File: config.mk
export PLATFORM = sky130hd
export DESIGN_NAME = section_sequencer_flat
export DESIGN_NICKNAME = d
export VERILOG_FILES = /design/src/rtl/section_sequencer_pkg.sv /design/src/rtl/section_sequencer_if.sv /design/src/rtl/section_sequencer.sv /design/src/flat_wrapper.sv
export SDC_FILE = /design/constraint.sdc
export NUM_CORES = 1
export LEC_CHECK = 0
export ABC_AREA = 1
export CORE_UTILIZATION = 44
export CTS_CLUSTER_DIAMETER = 50
export DETAILED_ROUTE_END_ITERATION = 8
export PLACE_DENSITY = 0.85
export RECOVER_POWER = 25
export SYNTH_ARGS = -nofsm -noshare
export SYNTH_HDL_FRONTEND = slang
export SYNTH_SLANG_ARGS = --single-unit
File: constraint.sdc
create_clock -name clk -period 2 [get_ports clk]
set_input_delay 0.4 -clock clk [delete_from_list [all_inputs] [get_ports clk]]
set_output_delay 0.4 -clock clk [all_outputs]
set_load 0.005 [all_outputs]
File: src/rtl/section_sequencer_pkg.sv
// Shared types and widths for the section sequencer and its neighbours.
package section_sequencer_pkg;

    localparam int NUM_LANES = 30;
    localparam int SECT_W    = 4;
    localparam int CORNER_W  = 18;
    localparam int RES_W     = 9;
    localparam int NSECT_W   = 5;

    // Largest section count a run may request; larger requests are clamped.
    localparam logic [NSECT_W-1:0] MAX_SECT = 5'd16;

    typedef enum logic [2:0] {
        ST_IDLE   = 3'd0,
        ST_LOAD   = 3'd1,
        ST_WAIT   = 3'd2,
        ST_NEXT   = 3'd3,
        ST_FINISH = 3'd4
    } state_t;

    // Clamp a requested section count so the 4-bit section index never wraps.
    function automatic logic [NSECT_W-1:0] sat_num_sect(input logic [NSECT_W-1:0] n);
        return (n > MAX_SECT) ? MAX_SECT : n;
    endfunction

endpackage

File: src/rtl/section_sequencer_if.sv
// Control/data bundle between a frame requester and the section sequencer.
interface section_sequencer_if #(
    parameter int NUM_LANES = section_sequencer_pkg::NUM_LANES
);
    import section_sequencer_pkg::*;

    logic                 start;
    logic                 abort;
    logic [CORNER_W-1:0]  corner_b_in;
    logic [RES_W-1:0]     res_in;
    logic [NSECT_W-1:0]   num_sect;
    logic [NUM_LANES-1:0] lane_done;

    logic [CORNER_W-1:0]  corner_b;
    logic [RES_W-1:0]     res;
    logic [SECT_W-1:0]    sectnum;
    logic                 load;
    logic                 busy;
    logic                 done;
    logic                 err;

    modport master (
        output start, abort, corner_b_in, res_in, num_sect, lane_done,
        input  corner_b, res, sectnum, load, busy, done, err
    );

    modport slave (
        input  start, abort, corner_b_in, res_in, num_sect, lane_done,
        output corner_b, res, sectnum, load, busy, done, err
    );

endinterface

File: src/rtl/section_sequencer.sv
// Frame sequencer: steps through the requested sections, strobing the lanes
// to load once per section and waiting for every lane to report completion,
// with a watchdog that aborts the run if the lanes stall.
module section_sequencer #(
    parameter int NUM_LANES = section_sequencer_pkg::NUM_LANES,
    parameter int TIMEOUT   = 1023
) (
    input  logic               clk,
    input  logic               n_rst,
    section_sequencer_if.slave bus
);
    import section_sequencer_pkg::*;

    localparam int               CNT_W   = $clog2(TIMEOUT + 1);
    localparam logic [CNT_W-1:0] CNT_MAX = CNT_W'(TIMEOUT);

    state_t               state_r;
    state_t               state_nxt_s;
    logic [CNT_W-1:0]     cnt_r;
    logic [CNT_W-1:0]     cnt_nxt_s;
    logic [SECT_W-1:0]    sectnum_r;
    logic [SECT_W-1:0]    sectnum_nxt_s;
    logic [NSECT_W-1:0]   nsect_r;
    logic [CORNER_W-1:0]  corner_b_r;
    logic [RES_W-1:0]     res_r;
    logic                 load_r;
    logic                 busy_r;
    logic                 done_r;
    logic                 err_r;
    logic                 latch_s;
    logic                 done_nxt_s;
    logic                 err_nxt_s;
    logic [NUM_LANES-1:0] lane_done_s;
    logic                 all_done_s;

    assign lane_done_s = bus.lane_done;
    assign all_done_s  = &lane_done_s;

    // Next-state, watchdog counter and section index; abort outranks everything outside IDLE.
    always_comb begin
        state_nxt_s   = state_r;
        cnt_nxt_s     = cnt_r;
        sectnum_nxt_s = sectnum_r;
        latch_s       = 1'b0;
        done_nxt_s    = 1'b0;
        err_nxt_s     = 1'b0;
        if ((state_r != ST_IDLE) && bus.abort) begin
            state_nxt_s   = ST_IDLE;
            sectnum_nxt_s = {SECT_W{1'b0}};
        end else begin
            case (state_r)
                ST_IDLE: begin
                    if (bus.start) begin
                        latch_s       = 1'b1;
                        sectnum_nxt_s = {SECT_W{1'b0}};
                        state_nxt_s   = (bus.num_sect == 5'd0) ? ST_FINISH : ST_LOAD;
                    end else begin
                        state_nxt_s = ST_IDLE;
                    end
                end
                ST_LOAD: begin
                    cnt_nxt_s   = {CNT_W{1'b0}};
                    state_nxt_s = ST_WAIT;
                end
                ST_WAIT: begin
                    if (all_done_s) begin
                        state_nxt_s = ST_NEXT;
                    end else if (cnt_r == CNT_MAX) begin
                        err_nxt_s     = 1'b1;
                        sectnum_nxt_s = {SECT_W{1'b0}};
                        state_nxt_s   = ST_IDLE;
                    end else begin
                        cnt_nxt_s = cnt_r + CNT_W'(1);
                    end
                end
                ST_NEXT: begin
                    if ({1'b0, sectnum_r} == (nsect_r - 5'd1)) begin
                        state_nxt_s = ST_FINISH;
                    end else begin
                        sectnum_nxt_s = sectnum_r + 4'd1;
                        state_nxt_s   = ST_LOAD;
                    end
                end
                ST_FINISH: begin
                    done_nxt_s  = 1'b1;
                    state_nxt_s = ST_IDLE;
                end
                default: begin
                    sectnum_nxt_s = {SECT_W{1'b0}};
                    state_nxt_s   = ST_IDLE;
                end
            endcase
        end
    end

    // State register, latched frame parameters and registered outputs.
    always_ff @(posedge clk) begin
        if (!n_rst) begin
            state_r    <= ST_IDLE;
            cnt_r      <= {CNT_W{1'b0}};
            sectnum_r  <= {SECT_W{1'b0}};
            nsect_r    <= {NSECT_W{1'b0}};
            corner_b_r <= {CORNER_W{1'b0}};
            res_r      <= {RES_W{1'b0}};
            load_r     <= 1'b0;
            busy_r     <= 1'b0;
            done_r     <= 1'b0;
            err_r      <= 1'b0;
        end else begin
            state_r   <= state_nxt_s;
            cnt_r     <= cnt_nxt_s;
            sectnum_r <= sectnum_nxt_s;
            if (latch_s) begin
                corner_b_r <= bus.corner_b_in;
                res_r      <= bus.res_in;
                nsect_r    <= sat_num_sect(bus.num_sect);
            end
            load_r <= (state_nxt_s == ST_LOAD);
            busy_r <= (state_nxt_s != ST_IDLE);
            done_r <= done_nxt_s;
            err_r  <= err_nxt_s;
        end
    end

    assign bus.corner_b = corner_b_r;
    assign bus.res      = res_r;
    assign bus.sectnum  = sectnum_r;
    assign bus.load     = load_r;
    assign bus.busy     = busy_r;
    assign bus.done     = done_r;
    assign bus.err      = err_r;

endmodule

File: src/flat_wrapper.sv
// flat-port wrapper written by rule: the top's interface ports become plain ports
module section_sequencer_flat import section_sequencer_pkg::*;
#(
    parameter int NUM_LANES = section_sequencer_pkg::NUM_LANES,
    parameter int TIMEOUT   = 1023
)
  (clk, n_rst, bus_start, bus_abort, bus_corner_b_in, bus_res_in, bus_num_sect, bus_lane_done, bus_corner_b, bus_res, bus_sectnum, bus_load, bus_busy, bus_done, bus_err);
  section_sequencer_if #(.NUM_LANES(NUM_LANES)) bus_i ();
  input  logic clk;
  input  logic n_rst;
  input wire logic [$bits(bus_i.start)-1:0] bus_start;
  input wire logic [$bits(bus_i.abort)-1:0] bus_abort;
  input wire logic [$bits(bus_i.corner_b_in)-1:0] bus_corner_b_in;
  input wire logic [$bits(bus_i.res_in)-1:0] bus_res_in;
  input wire logic [$bits(bus_i.num_sect)-1:0] bus_num_sect;
  input wire logic [$bits(bus_i.lane_done)-1:0] bus_lane_done;
  output wire logic [$bits(bus_i.corner_b)-1:0] bus_corner_b;
  output wire logic [$bits(bus_i.res)-1:0] bus_res;
  output wire logic [$bits(bus_i.sectnum)-1:0] bus_sectnum;
  output wire logic [$bits(bus_i.load)-1:0] bus_load;
  output wire logic [$bits(bus_i.busy)-1:0] bus_busy;
  output wire logic [$bits(bus_i.done)-1:0] bus_done;
  output wire logic [$bits(bus_i.err)-1:0] bus_err;
  assign bus_i.start = bus_start;
  assign bus_i.abort = bus_abort;
  assign bus_i.corner_b_in = bus_corner_b_in;
  assign bus_i.res_in = bus_res_in;
  assign bus_i.num_sect = bus_num_sect;
  assign bus_i.lane_done = bus_lane_done;
  assign bus_corner_b = bus_i.corner_b;
  assign bus_res = bus_i.res;
  assign bus_sectnum = bus_i.sectnum;
  assign bus_load = bus_i.load;
  assign bus_busy = bus_i.busy;
  assign bus_done = bus_i.done;
  assign bus_err = bus_i.err;
  section_sequencer #(.NUM_LANES(NUM_LANES), .TIMEOUT(TIMEOUT)) u_core (.clk(clk), .n_rst(n_rst), .bus(bus_i));
endmodule
==> impl_summary.txt, run 1 <==
----------------------------------------------------
[Clocking]
  Clock-pin slew reported for the worst setup and hold paths after clock tree synthesis ... ~0.10 ns
  Source-to-sink clock delay at the later pin of the worst-skew pair ... slightly above 0.3 ns
  Total CTS buffers ... 5
  Root buffer selected by CTS ... sky130_fd_sc_hd__clkbuf_8
  Sink count of the clock tree ... 53
  Bufs on Longest Clock Path ... 2
  Clock tree from TritonCTS ... yes
  Max H-tree Level ... 2

[STA]
  Number of setup violations in the final report ... 0
  Final hold violations ... 0
  Slew Viols, Final ... 0
  Fmax ... roughly 540 MHz
  Rel. slew slack ... around two thirds
  Final-layout worst hold slack ... a little under 0.5 ns
  Pin slew with the least headroom to its limit ... 0.5112 ns
  Period utilisation layout ... just over 90%
  Worst clock skew ... ~0.009 ns
  Final Critical Period ... roughly 1.9 ns

[Worst setup path]
  Worst-path cell with the longest stage delay ... sky130_fd_sc_hd__dfxtp_1
  Worst R2R Setup Slack ... 0.14 ns
  Crit path max fanout ... 4
  CP Capture Type ... register
  Most frequent cell on the critical path ... sky130_fd_sc_hd__nand2_1
  CP peak stage delay ... 0.39 ns
  Data arrival at the endpoint of the critical path ... 2.11 ns
  Worst endpoint required time ... ~2.3 ns
  Type of the setup path with the least slack ... register to register
  Largest delay share family, worst path ... simple AND/OR/NAND/NOR gates
  CP Cell Sequence ... inv_1 -> ha_1 -> nand2_1 -> inv_1 -> nor2_1 -> nand3_1 -> nor2_2 -> nand3_2 -> o21ai_0 -> nand2_1 -> nand2_1 -> nand2_1 -> nand2_1
  Total buffers and inverters traversed by the critical path ... 2
  Type of origin of the critical path ... register

[Logic synthesis]
  Syn_area_per_cell ... roughly 6.5 sq um
  Register area share after synthesis ... around two fifths
  Mapped cell area ... 2564 sq um
  Number of flip-flops and latches in the synthesized netlist ... 53
  Number of instances in the synthesized netlist ... just under 400
  Number of distinct standard cells referenced by the synthesized netlist ... 28
  Synthesized netlist net count ... between 400 and 500
  Count of warnings emitted by yosys ... 0

[Die]
  Number of primary I/O pins ... 101
  X dimension of the die ... slightly below 80 microns
  Die height ... approximately 78 microns
  Placeable Area ... around 5600 sq um
  # rows ... 27
  Starting density of the core ... a little under half
  Area of the die ... ~6100 sq um

[Cells and area]
  Proportion of layout cells with a drive suffix above 1 ... under 10%
  Fin nets ... around 570
  Ant diodes ... 0
  Area delta synth->final ... 47.63%

[Route]
  Antenna violation net count after detailed routing ... 0
  Starting DRT DRC Count ... 207
  Average via count per standard cell ... 5.042
  Number of vias after detailed routing ... a little under 3k
  DRC violations left ... 0
  Routed wirelength normalized by instance count ... between 10 and 15 microns
  Wirelength, routed ... 7220 microns
  Drt pass-1 iters ... 5

[Power and ir drop]
  Total power divided by cell area ... between 600 and 700 nW/um^2
  Peak supply drop ... between 0.5 and 0.6 mV
  Leakage component of the power ... 1.584 nW
  Power, Total ... ~2.4 mW

[GRT]
  Total track usage ... about a quarter
  Global-route wire length before repair ... ~12000 microns
  Pin count of the biggest net entering global routing ... 30
  Congestion Overflow GR ... 0
  Antenna violations before repair ... 0
  Via count of the first global-routing pass ... 2798

[Run status]
  Status ... complete, no violations

[Placed design]
  Number of buffers inserted by port buffering ... 100
  GP Congestion ... ~0.79
  Total half-perimeter wirelength after legalization and detailed placement ... between 5000 and 6000 microns

[Run]
  Max-cap violations ... 0

[Min path]
  Hold WC Path Type ... register to register

----------------------------------------------------
path summary, 6_finish.rpt:
kind | from | endpoint | cells after the start
hold reg to reg | u_core.nsect_r[1] | u_core.nsect_r[1] | 2
setup reg to reg | u_core.nsect_r[0] | u_core.bus.busy | 13
setup / recovery | u_core.nsect_r[0] | u_core.bus.busy | 13
hold / removal | u_core.nsect_r[1] | u_core.nsect_r[1] | 2
kinds of logic after synthesis:
logic type / count (synthesis) / share of synthesized area [%]
AO/OA/AOI/OAI: 52 / 10.64
XOR/XNOR: 7 / 2.391
adder cells (fa/ha/maj): 3 / 1.464
buffers and inverters: 47 / 7.174
flip-flops: 53 / 41.39
AND/OR/NAND/NOR: 230 / 36.94
Yosys cell counts:
cell type / count / area (sq um)
sky130_fd_sc_hd__nor3_1: 3 / 15.01
sky130_fd_sc_hd__nor2_2: 2 / 12.51
sky130_fd_sc_hd__nor4_1: 2 / 12.51
sky130_fd_sc_hd__a21boi_0: 1 / 7.510
sky130_fd_sc_hd__a22oi_1: 1 / 7.510
sky130_fd_sc_hd__nor3b_1: 1 / 7.510
sky130_fd_sc_hd__clkbuf_1: 8 / 30.03
sky130_fd_sc_hd__o21ai_0: 29 / 145.1
sky130_fd_sc_hd__dfxtp_1: 53 / 1061
sky130_fd_sc_hd__nor2_1: 96 / 360.4
sky130_fd_sc_hd__clkinv_2: 1 / 5.000
sky130_fd_sc_hd__xnor2_1: 2 / 17.52
sky130_fd_sc_hd__buf_2: 2 / 10.01
sky130_fd_sc_hd__buf_4: 1 / 7.510
sky130_fd_sc_hd__a21oi_1: 18 / 90.09
sky130_fd_sc_hd__nand2_1: 95 / 356.6
sky130_fd_sc_hd__buf_1: 1 / 3.750
sky130_fd_sc_hd__inv_1: 30 / 112.6
sky130_fd_sc_hd__nand3_2: 1 / 10.01
sky130_fd_sc_hd__inv_2: 1 / 3.750
sky130_fd_sc_hd__ha_1: 3 / 37.54
sky130_fd_sc_hd__nor3_2: 1 / 10.01
sky130_fd_sc_hd__nand3b_1: 1 / 7.510
sky130_fd_sc_hd__a211oi_1: 3 / 22.52
sky130_fd_sc_hd__clkinv_1: 3 / 11.26
sky130_fd_sc_hd__xor2_1: 5 / 43.79
sky130_fd_sc_hd__nand3_1: 16 / 80.08
sky130_fd_sc_hd__nand4_1: 12 / 75.07
worst min-delay path, stage by stage, from the launching register on:
cell and delay, ns:
sky130_fd_sc_hd__dfxtp_1 0.32, sky130_fd_sc_hd__nand2_1 0.06, sky130_fd_sc_hd__a21oi_1 0.06
state kept, by name, summed over array words and instances, names as in the netlist:
register	flops
u_core.bus.busy	1
u_core.bus.corner_b	18
u_core.bus.done	1
u_core.bus.err	1
u_core.bus.load	1
u_core.bus.res	9
u_core.bus.sectnum	4
u_core.cnt_r	10
u_core.nsect_r	5
u_core.state_r	3
layer usage:
layer | part of all wire (%) | track usage (%) | vias to the layer above | wire [microns]
met3 | 7.4 | 7.791 | 13 | 534
met5 | 0 | 0 | - | 0
met2 | 49 | 42.37 | 101 | 3534
met4 | 1.2 | 6.852 | 0 | 86
li1 | - | - | 1467 | -
met1 | 42 | 29.00 | 1303 | 3064
repair_timing:
| action | CTS | global route |
|---|---|---|
| gates resized for setup | 0 | 3 |
| endpoints found under the setup margin | 0 | 7 |
| hold buffers | 0 | 0 |
| setup buffers | 0 | 1 |
through the flow:
stage	instances	util [%]	area, sq um	setup slack (ns)	setup TNS [ns]
CTS	571	67.68	3772	0.04806	0
global route	572	67.90	3785	-0.01755	-0.02293
floorplan	392	-	2564	0.3496	0
global placement	563	66.13	3686	0.08954	0
finish	572	67.90	3785	0.1438	0
detailed placement	563	66.13	3686	0.04549	0
cells in the final DEF, fill, tap and decap left out, drive strengths merged, types with 3 or more instances in the layout:
cell type and n:
nand3 17, inv 32, nand4 12, clkdlybuf4s50 80
ha 3, clkbuf 7, xor2 5, a211oi 3
dfxtp 53, buf 11, nand2 95, dlygate4sd3 20
a21oi 18, nor2 98, nor3 4, clkinv 5
o21ai 29
power by group:
group          internal (mW)  switching (mW)  leakage, nW
combinational          0.327           0.291         1.10
sequential              1.14          0.0507        0.436
clock                  0.251           0.359       0.0456
total                   1.71           0.701         1.58
cell type report:
type                            count  area (sq um)
Timing Repair Buffer              112          1087
Sequential cell                    53          1062
Fill cell                         484          1789
Clock buffer                        6         72.57
Clock inverter                      2         13.76
Tap cell                           72         90.09
Multi-Input combinational cell    292          1326
Inverter                           35         132.6
(Power assumes the default switching activity.)
==> run 2, diff against run 1 <==
Settings changed: CORE_UTILIZATION 44 to 39, PLACE_DENSITY 0.85 to 0.8.
Clock period 2 ns to 1.67 ns, I/O delays scaled along.
==> run 2 against run 1 <==
  * Clock-buffer cell count decreased by 1
  * Sequential share of layout area decreased by 0.56 points
  * Worst setup slack got worse by 0.081 ns
  * Final area increased by 2.7%
  * First-iteration DRC count decreased by 26%
  * Fmax increased by 15%
  * Sequential cell count unchanged
  * Total power increased by 22%
==> impl_summary.txt, run 2 (synthesis results as in run 1) <==
----------------------------------------------------
[Run status]
  Status ... complete, no violations

[Clocking]
  Total CTS buffers ... 5 (unchanged)
  Max H-tree Level ... 2 (unchanged)
  Root buffer selected by CTS ... sky130_fd_sc_hd__clkbuf_8
  Bufs on Longest Clock Path ... 2 (unchanged)
  Sink count of the clock tree ... 53 (unchanged)
  Source-to-sink clock delay at the later pin of the worst-skew pair ... 0.31 ns (about the same)
  Clock tree from TritonCTS ... yes
  Count of hold buffers inserted by post-cts repair ... 0 (unchanged)
  Clock-pin slew reported for the worst setup and hold paths after clock tree synthesis ... 0.10 ns (about the same)

[Worst setup path]
  Data arrival at the endpoint of the critical path ... 1.82 ns (-0.29 ns)
  Crit path max fanout ... 6 (+2)
  R2R Path End ... u_core.bus.sectnum[1]
  Depth of the most critical reg-to-reg path ... 13 (unchanged)
  Worst endpoint required time ... 1.88 ns (-0.38 ns)
  CP Capture Type ... register
  Type of the setup path with the least slack ... register to register
  Worst R2R Setup Slack ... 0.06 ns (-0.08 ns)
  Critical R2R Launch ... u_core.nsect_r[1]
  Type of origin of the critical path ... register

[Cells and area]
  Final-layout fill cell count ... 590 (+22%)
  Fin nets ... 575 (+1.2%)
  Area delta synth->final ... 51.68%
  Area occupied by multi-input gates ... 1349 sq um (+1.7%)
  Leading cell types in the layout, fill and taps excluded ... 97 x sky130_fd_sc_hd__clkdlybuf4s50_1, 96 x sky130_fd_sc_hd__nor2_1, 93 x sky130_fd_sc_hd__nand2_1, 46 x sky130_fd_sc_hd__dfxtp_1, 29 x sky130_fd_sc_hd__o21ai_0
  Fraction of the core area covered by cells at the end of the flow ... 61.24% (-6.7 points)
  Sequential cell area ... 1070 sq um (+0.71%)
  Ant diodes ... 0 (unchanged)
  Most common cell after layout, fill and taps aside ... sky130_fd_sc_hd__clkdlybuf4s50_1
  Proportion of layout cells with a drive suffix above 1 ... 8.876% (+3.5 points)
  Number of flip-flops under the largest register name ... 18 (unchanged)

[GRT]
  Antenna violations before repair ... 0 (unchanged)
  Congestion Overflow GR ... 0 (unchanged)
  Pin count of the biggest net entering global routing ... 30 (unchanged)
  Global-route wire length before repair ... 12140 microns (-0.11%)
  Via count of the first global-routing pass ... 2820 (+0.79%)
  Total track usage ... 21.23% (-3.3 points)

[Min path]
  Hold EP ... u_core.nsect_r[1]
  Hold WC Path Type ... register to register
  Worst Hold Launch ... u_core.nsect_r[1]
  Min-Delay Path Depth ... 2 (unchanged)

[STA]
  Rel. slew slack ... 77.10% (+11 points)
  Final Critical Period ... 1.608 ns (-0.2486 ns)
  Worst clock skew ... 0.01156 ns (+0.002459 ns)
  Period utilisation layout ... 96.27% (+3.5 points)
  Final hold violations ... 0 (unchanged)
  Fmax ... 622.0 MHz (+15%)
  Final setup TNS ... 0 ns (unchanged)
  Pin slew with the least headroom to its limit ... 0.3409 ns (-0.1702 ns)
  Number of setup violations in the final report ... 0 (unchanged)
  Final worst-path setup slack ... 0.06236 ns (-0.08143 ns)
  RSZ-0062 raised after global routing ... true
  Slew Viols, Final ... 0 (unchanged)

[Die]
  Starting density of the core ... 40.37% (-5.6 points)
  Placeable Area ... 6350 sq um (+14%)
  X dimension of the die ... 83.08 microns (+6.1%)
  Die height ... 83.08 microns (+6.1%)
  Number of primary I/O pins ... 101 (unchanged)
  Area of the die ... 6901 sq um (+12%)
  # rows ... 29 (+7.4%)

[Power and ir drop]
  Reg power frac ... 48.3% (-0.9 points)
  Net load switching power ... 0.8603 mW (+23%)
  Switching part of the total ... 29.18% (+0.16 points)
  Leakage component of the power ... 1.589 nW (+0.30%)
  Peak supply drop ... 0.4744 mV (-10%)
  Clk pwr share ... 25.3% (about the same)
  Relative contribution of combinational cells to total power ... 26.4% (+0.8 points)
  Total power divided by cell area ... 758.2 nW/um^2 (+19%)
  Design internal power ... 2.088 mW (+22%)
  Power, Total ... 2.949 mW (+22%)

[Placed design]
  GP Congestion ... 0.8536 (+8.3%)
  Total half-perimeter wirelength after legalization and detailed placement ... 5265 microns (-2.6%)
  Number of buffers inserted by port buffering ... 100 (unchanged)
  Setup slack after placement ... -0.2347 ns (-0.2802 ns)

[Route]
  Wirelength, routed ... 7093 microns (-1.8%)
  Number of vias after detailed routing ... 2887 (+0.10%)
  Average via count per standard cell ... 4.943 (-2.0%)
  DRC violations left ... 0 (unchanged)
  Starting DRT DRC Count ... 153 (-26%)
  Routed wirelength normalized by instance count ... 12.15 microns (-3.8%)
  Drt pass-1 iters ... 4 (-1)
  Antenna violation net count after detailed routing ... 0 (unchanged)

[Run]
  Max-cap violations ... 0 (unchanged)

----------------------------------------------------
[run 2: cell count changes in the layout (fill, tap and decap cells not counted), sizes merged]
cell and change:
inv +1, buf +5, clkdlybuf4s50 +17, clkinvlp +2
dlygate4sd3 -17, clkinv -1
[run 2: worst max path at each step]
stage               depth (start not counted)                     to                  start
floorplan                                  12        u_core.bus.load      u_core.nsect_r[0]
detailed placement                          7      u_core.nsect_r[2]              bus_start
global placement                           12  u_core.bus.sectnum[1]      bus_lane_done[13]
global route                               13  u_core.bus.sectnum[0]      u_core.nsect_r[1]
CTS                                         1         bus_sectnum[2]  u_core.bus.sectnum[2]
finish                                     13  u_core.bus.sectnum[1]      u_core.nsect_r[1]
[run 2: timing repair]
item / 4_1_cts / 5_1_grt
pin swaps: 3 / 3
buffers inserted: 0 / 0
setup endpoints to repair: 6 / 49
resized for setup: 7 / 12
cloned: 0 / 1
[run 2: power by group through the flow]
| stage | combinational (mW) | sequential [mW] | clock [mW] |
|---|---|---|---|
| finish | 0.779 | 1.42 | 0.746 |
| global route | 0.869 | 1.44 | 0.833 |
| CTS | 0.774 | 1.42 | 0.782 |
| detailed placement | 0.760 | 1.45 | 0 |
| global placement | 0.750 | 1.44 | 0 |
| floorplan | 0.307 | 1.45 | 0 |
[run 2: layout make-up]
type / count / share of cell area, %
clock buffer: 5 / 1.770
clock inverter: 3 / 0.6435
inverter: 35 / 3.411
multi-input combinational: 292 / 34.68
sequential: 53 / 27.51
tap: 77 / 2.477
timing repair buffer: 118 / 29.31
timing repair inverter: 1 / 0.1931
[run 2: per-stage QoR]
step           instance area, sq um  instances  hold WS, ns
6_report                       3889        584       0.4836
3_5_place_dp                   3757        575       0.4671
5_1_grt                        3889        584       0.5134
4_1_cts                        3879        583       0.4844
2_1_floorplan                  2564        392       0.4453
3_3_place_gp                   3757        575       0.4656
[run 2: layer usage]
layer | vias to the layer above | share of wire (%) | track usage (%) | wire length, microns
met5 | - | 0 | 0 | 0
met4 | 0 | 1.4 | 6.897 | 102
met3 | 11 | 8.6 | 7.654 | 610
met2 | 93 | 48 | 35.69 | 3405
met1 | 1309 | 42 | 25.09 | 2974
li1 | 1474 | - | - | -
[run 2: worst max-delay path: stages, from the launching register on]
cell and delay (ns):
sky130_fd_sc_hd__dfxtp_2 0.35, sky130_fd_sc_hd__inv_2 0.05, sky130_fd_sc_hd__ha_4 0.23, sky130_fd_sc_hd__nand2_1 0.06, sky130_fd_sc_hd__inv_1 0.04, sky130_fd_sc_hd__nor2_1 0.07, sky130_fd_sc_hd__nand3_1 0.07, sky130_fd_sc_hd__nor2_1 0.13
sky130_fd_sc_hd__nand3_1 0.12, sky130_fd_sc_hd__buf_6 0.16, sky130_fd_sc_hd__nand3_4 0.09, sky130_fd_sc_hd__nand2_2 0.05, sky130_fd_sc_hd__nand2_1 0.05, sky130_fd_sc_hd__nor2_1 0.04
==> run 3, diff against run 2 <==
Settings changed: CTS_CLUSTER_DIAMETER 50 to 120, CTS_CLUSTER_SIZE set to 20.
==> results of run 3 <==
The final DEF is identical to that of run 2; final timing and power are the same.
